==> src/rtl/boot_loader.sv <==
// rtl/boot_loader.sv - serial framed image loader: bytes to 32-bit RAM words, holds core until checksum passes
module boot_loader #(
  parameter int         ADDRWIDTH = 10,
  parameter int         RAMDEPTH  = 1024,
  parameter int         BASEADDR  = 0,
  parameter logic [7:0] SYNCBYTE  = 8'hA5
) (
  input  logic                 clock,
  input  logic                 reset,
  input  logic [7:0]           in_data,
  input  logic                 in_valid,
  output logic                 in_ready,
  output logic                 mem_we,
  output logic [ADDRWIDTH-1:0] mem_addr,
  output logic [31:0]          mem_wdata,
  output logic                 core_hold,
  output logic                 done,
  output logic                 error,
  output logic [15:0]          words_loaded
);

  typedef enum logic [2:0] {
    S_IDLE,
    S_LEN0,
    S_LEN1,
    S_DATA,
    S_CHK,
    S_DONE,
    S_ERR
  } state_t;

  localparam logic [16:0]          DEPTH_L = 17'(RAMDEPTH);
  localparam logic [ADDRWIDTH-1:0] BASE_L  = ADDRWIDTH'(BASEADDR);

  state_t      state;
  logic [7:0]  xor_acc;
  logic [1:0]  byte_idx;
  logic [7:0]  len_lo;
  logic [15:0] len_n;
  logic [23:0] word_reg;

  logic        xfer;
  logic [31:0] word_next;
  logic [15:0] len_rx;
  logic [15:0] words_next;

  // transfer qualifier and the word/length values formed from the incoming byte
  always_comb begin
    xfer       = in_valid & in_ready;
    word_next  = {in_data, word_reg};
    len_rx     = {in_data, len_lo};
    words_next = words_loaded + 16'd1;
  end

  // frame parser FSM with all outputs registered
  always_ff @(posedge clock) begin
    if (reset) begin
      state        <= S_IDLE;
      xor_acc      <= 8'h00;
      byte_idx     <= 2'd0;
      len_lo       <= 8'h00;
      len_n        <= 16'd0;
      word_reg     <= 24'd0;
      in_ready     <= 1'b1;
      mem_we       <= 1'b0;
      mem_addr     <= BASE_L;
      mem_wdata    <= 32'd0;
      core_hold    <= 1'b1;
      done         <= 1'b0;
      error        <= 1'b0;
      words_loaded <= 16'd0;
    end else begin
      mem_we <= 1'b0;
      case (state)
        S_IDLE: begin
          // anything other than the sync marker is consumed and dropped
          if (xfer && in_data == SYNCBYTE) begin
            state        <= S_LEN0;
            xor_acc      <= 8'h00;
            byte_idx     <= 2'd0;
            words_loaded <= 16'd0;
          end
        end
        S_LEN0: begin
          if (xfer) begin
            len_lo  <= in_data;
            xor_acc <= xor_acc ^ in_data;
            state   <= S_LEN1;
          end
        end
        S_LEN1: begin
          if (xfer) begin
            xor_acc <= xor_acc ^ in_data;
            len_n   <= len_rx;
            if ({1'b0, len_rx} > DEPTH_L) begin
              state    <= S_ERR;
              error    <= 1'b1;
              in_ready <= 1'b0;
            end else if (len_rx == 16'd0) begin
              state <= S_CHK;
            end else begin
              state <= S_DATA;
            end
          end
        end
        S_DATA: begin
          if (xfer) begin
            xor_acc  <= xor_acc ^ in_data;
            byte_idx <= byte_idx + 2'd1;
            word_reg <= word_next[31:8];
            if (byte_idx == 2'd3) begin
              // address wraps naturally at the RAM width
              mem_we       <= 1'b1;
              mem_addr     <= BASE_L + ADDRWIDTH'(words_loaded);
              mem_wdata    <= word_next;
              words_loaded <= words_next;
              if (words_next == len_n) begin
                state <= S_CHK;
              end
            end
          end
        end
        S_CHK: begin
          if (xfer) begin
            in_ready <= 1'b0;
            if (in_data == xor_acc) begin
              state     <= S_DONE;
              done      <= 1'b1;
              core_hold <= 1'b0;
            end else begin
              state <= S_ERR;
              error <= 1'b1;
            end
          end
        end
        S_DONE: begin
          state <= S_DONE;
        end
        S_ERR: begin
          state <= S_ERR;
        end
        default: begin
          state <= S_IDLE;
        end
      endcase
    end
  end

endmodule

==> config.mk <==
export PLATFORM = sky130hd
export DESIGN_NAME = boot_loader
export DESIGN_NICKNAME = d
export VERILOG_FILES = /design/src/rtl/boot_loader.sv
export SDC_FILE = /design/constraint.sdc
export NUM_CORES = 1
export LEC_CHECK = 0
export ABC_AREA = 1
export BUFFER_PORTS_ARGS = -buffer_cell sky130_fd_sc_hd__buf_2
export CAP_MARGIN = 10
export CORE_AREA = 2 2 149 107
export DETAILED_ROUTE_END_ITERATION = 7
export DIE_AREA = 0 0 151 109
export SLEW_MARGIN = 20
export SYNTH_ARGS = -nofsm -noshare
export SYNTH_HDL_FRONTEND = slang
export SYNTH_SLANG_ARGS = --single-unit
==> constraint.sdc <==
create_clock -name clock -period 5.7 [get_ports clock]
set_input_delay 0.57 -clock clock [delete_from_list [all_inputs] [get_ports clock]]
set_output_delay 0.57 -clock clock [all_outputs]
set_load 0.005 [all_outputs]
==> results <==
- The clock transition at the registers of the reported paths is 0.06 ns.
- The kind of cell adding the most delay to the critical path is simple AND/OR/NAND/NOR gates.
- The via count normalized by instance count is 4.86.
- The part of the Yosys area used for sequential elements is 46.8%.
- Overall power consumption after layout is estimated at about 2.4 mW.
- For the worst setup path, the data arrival time is 4.07 ns.
- The first global-routing pass estimated 22300 um of wire.
- The critical path start-end classification is reg2reg.
- The die covers 0.0165 mm2.
- The signed area change from the synthesized netlist to the final layout is 20.3%.
- The TritonCTS clock tree is yes.
- The library cells used most frequently in the layout, excluding fill and tap cells, are dfxtp_1, nand2_1, nor2_1.
- The net count of the mapped netlist is 736.
- Detailed placement finished with a half-perimeter wire length of 9360 um.
- The flip-flop count of the largest register, all copies and words added is 32.
- The total number of vias is 4826.
- For this run, the total global-route usage over all layers was measured as 17.4%.
- The highest clock frequency the design can meet is 268 MHz.
- The run finished with clean final reports.
- The first detailed-routing pass took 5 iterations.
- The number of max-slew violations in the final report came to 0.
- The number of gates resized after cts is 0.
- The region available for standard cell placement spans roughly 0.015 mm2.
- The effective utilization at floorplan is 35.1%.
- Pin placement for this block handled 74 I/O pins.
- The sink count of the clock tree is approximately 120.
- The via count of the first global-routing pass is 4379.
- The total number of H-tree levels is 4.
- The summed negative setup slack over all endpoints is 0 ns.
- The headroom to the max-slew limit is 37.2%.
- The number of placed instances with taps included is 962.
- STA puts the critical path data required time at between 6 and 7 ns.
- Combinational cells account for around an eighth of the total power.
- The delay of the slowest cell on the worst path is 0.77 ns.
- The most common cell type on the critical path is inv_2.
- The number of antenna diodes in the final layout is 0.
- The tool flagged a number of max-cap violations equal to 0.
- The root buffer cell chosen for the clock tree is clkbuf_16.
- The critical path's slowest cell is nor2_4.
- The clock period minus worst slack is between 3 and 4 ns.
- STA classifies the critical path startpoint as a flip-flop.
- The hold buffer count at cts is 0.
- The final-report hold violation count is 0.
- The sum of buffers and inverters on the critical path is 4.
- The initial antenna violation count is 0.
- The last weighted congestion value of the routability-driven placer is roughly 0.84.
- Dividing the final minimum period by the clock period gives 65.4%.
- The synthesized instance count is 723.
- The clock power share is a little under half.
- In this run the horizontal extent of the chip is 151 um.
- The synthesized design contains between 100 and 150 register bits.
- Cells fill 42.2% of the core in the end.
- Setup repair after global routing left no endpoint under its margin.
- In this run the power density over the cells is approximately 380 mW/mm2.
- Buffers inserted during clock tree synthesis total 17.
- The number of library cell types mapped by synthesis is 34.
- The number of core rows is 38.
- The buffers inserted during post-CTS setup optimization is 0.
- The sequential cell fraction of total power is between 40% and 50%.
- The internal portion of the total power is 1.76 mW.
- After detailed routing, the average wire length per cell comes to 13.6 um.
- The number of inserted filler cells in the final layout is ~1600.
- The remaining design rule violation count is 0.
- The clock skew after layout is 0.00873 ns.
- The count of yosys warnings during synthesis is 0.
- The worst path meets setup with 1.97 ns of slack.
- In this run the remaining antenna-violating nets after routing total 0.
- For this design the static power due to leakage is ~2.8 nW.
- The maximum vdd drop is 0.272 mV.
- The critical path endpoint category is a flip-flop.
- Timing analysis after detailed placement gives a worst setup slack of 1.77 ns.
- Summed over all layers, the global routing overflow is 0.
- The combined area of all synthesized cells is 0.00531 mm2.
- The path class of the tightest hold or removal check is reg2reg.
- The final net count is 794.
- Leaving out fill and tap cells, the most frequent cell in the layout is dfxtp_1.
- Leaving out filler cells and counting taps, the final layout contains between 900 and 1000.
- The count of input and output buffers is 73.
- At the pin with the least slew margin, the transition time is 0.940 ns.
- The fraction of final layout cells with drive strength greater than 1 is 16.0%.
- The critical-path maximum fanout is 42.
- The later pin in the worst-skew pair is clocked with a latency of 0.42 ns.
- Entering global routing, the biggest net connects 92 pins.
- The overall die height is roughly 110 um.
- The total wire length is 13500 um.
- Each instance of the synthesized netlist takes up on average ~7.3 um2.
- The critical path goes through nand2_1, nor2_2, inv_2, nor2_4, inv_2, nor2_4, inv_2, nor2_4, inv_2, o21ai_0.
- For this design the total switching power over the nets is 658 uW.
- The starting DRC count in detailed routing is 235.
- In this run the deepest clock path goes through 2 buffers.
- The net switching share of the total power is 27.3%.
- The total of endpoints with negative setup slack in the final report is 0.
-- metal layers --
| layer | part of all wire, % | wire length (um) | vias up | track usage, % |
|---|---|---|---|---|
| li1 | - | - | 2510 | - |
| met1 | 54 | 7310 | 2183 | 26.2 |
| met2 | 39 | 5320 | 120 | 24.2 |
| met3 | 5.6 | 760 | 13 | 4.35 |
| met4 | 0.96 | 130 | 0 | 4.81 |
| met5 | 0 | 0 | - | 0 |
-- synth_stat cells, drive strengths merged --
| cell | n | area (um2) |
|---|---|---|
| a211oi | 11 | 82.6 |
| a21oi | 70 | 350 |
| a31oi | 1 | 6.26 |
| and2 | 1 | 6.26 |
| buf | 15 | 76.3 |
| clkbuf | 20 | 76.3 |
| clkinv | 1 | 3.75 |
| dfxtp | 124 | 2480 |
| ha | 2 | 25.0 |
| inv | 66 | 248 |
| nand2 | 125 | 479 |
| nand3 | 62 | 315 |
| nand3b | 4 | 30.0 |
| nand4 | 8 | 50.1 |
| nor2 | 101 | 422 |
| nor3 | 3 | 15.0 |
| nor4 | 3 | 18.8 |
| o211a | 2 | 20.0 |
| o21a | 1 | 7.51 |
| o21ai | 86 | 430 |
| or2 | 1 | 6.26 |
| xnor2 | 5 | 43.8 |
| xor2 | 10 | 87.6 |
| xor3 | 1 | 23.8 |
-- cell type report --
type	instances	area [um2]	area share, %
sequential	124	2480	38.9
multi-input combinational	497	2420	37.9
clock buffer	18	439	6.88
timing repair buffer	74	373	5.84
inverter	67	251	3.94
tap	200	250	3.92
clock inverter	13	168	2.63
-- worst register-to-register path, stage by stage (launching register included) --
cell and delay, ns:
dfxtp_1 0.39, nand2_1 0.10, nor2_2 0.17, inv_2 0.07
nor2_4 0.53, inv_2 0.31, nor2_4 0.77, inv_2 0.53
nor2_4 0.41, inv_2 0.20, o21ai_0 0.18
-- metrics by stage --
stage / hold slack [ns] / area, um2
3_3_place_gp: 0.440 / 5780
3_5_place_dp: 0.447 / 5780
2_1_floorplan: 0.430 / 5310
5_1_grt: 0.479 / 6380
6_report: 0.451 / 6380
4_1_cts: 0.458 / 6380
-- power by group through the flow --
stage | Sequential, mW | Combinational (mW) | Clock (mW)
floorplan | 1.00 | 0.249 | 0
global placement | 1.02 | 0.313 | 0
detailed placement | 1.02 | 0.312 | 0
CTS | 0.998 | 0.315 | 1.12
global route | 1.01 | 0.370 | 1.16
finish | 0.999 | 0.317 | 1.10
-- kinds of logic (layout without fill, tap and decap cells) --
group                      Yosys count  in the layout  synth area share [%]
adders and majority gates            2              2                 0.472
buffers and inverters              102            172                  7.62
and+or+nand+nor                    308            308                  25.3
xor gates and xnor gates            16             16                  2.92
DFF                                124            124                  46.8
AOI/OAI and AO/OA                  171            171                  16.9
-- worst paths after layout --
path	start	to	slack, ns	cells after the start
setup / recovery	state[1]	mem_wdata[13]	1.97	10
hold / removal	done	done	0.45	2
setup reg to reg	state[1]	mem_wdata[13]	1.97	10
hold reg to reg	done	done	0.45	2
(Power assumes the default switching activity.)
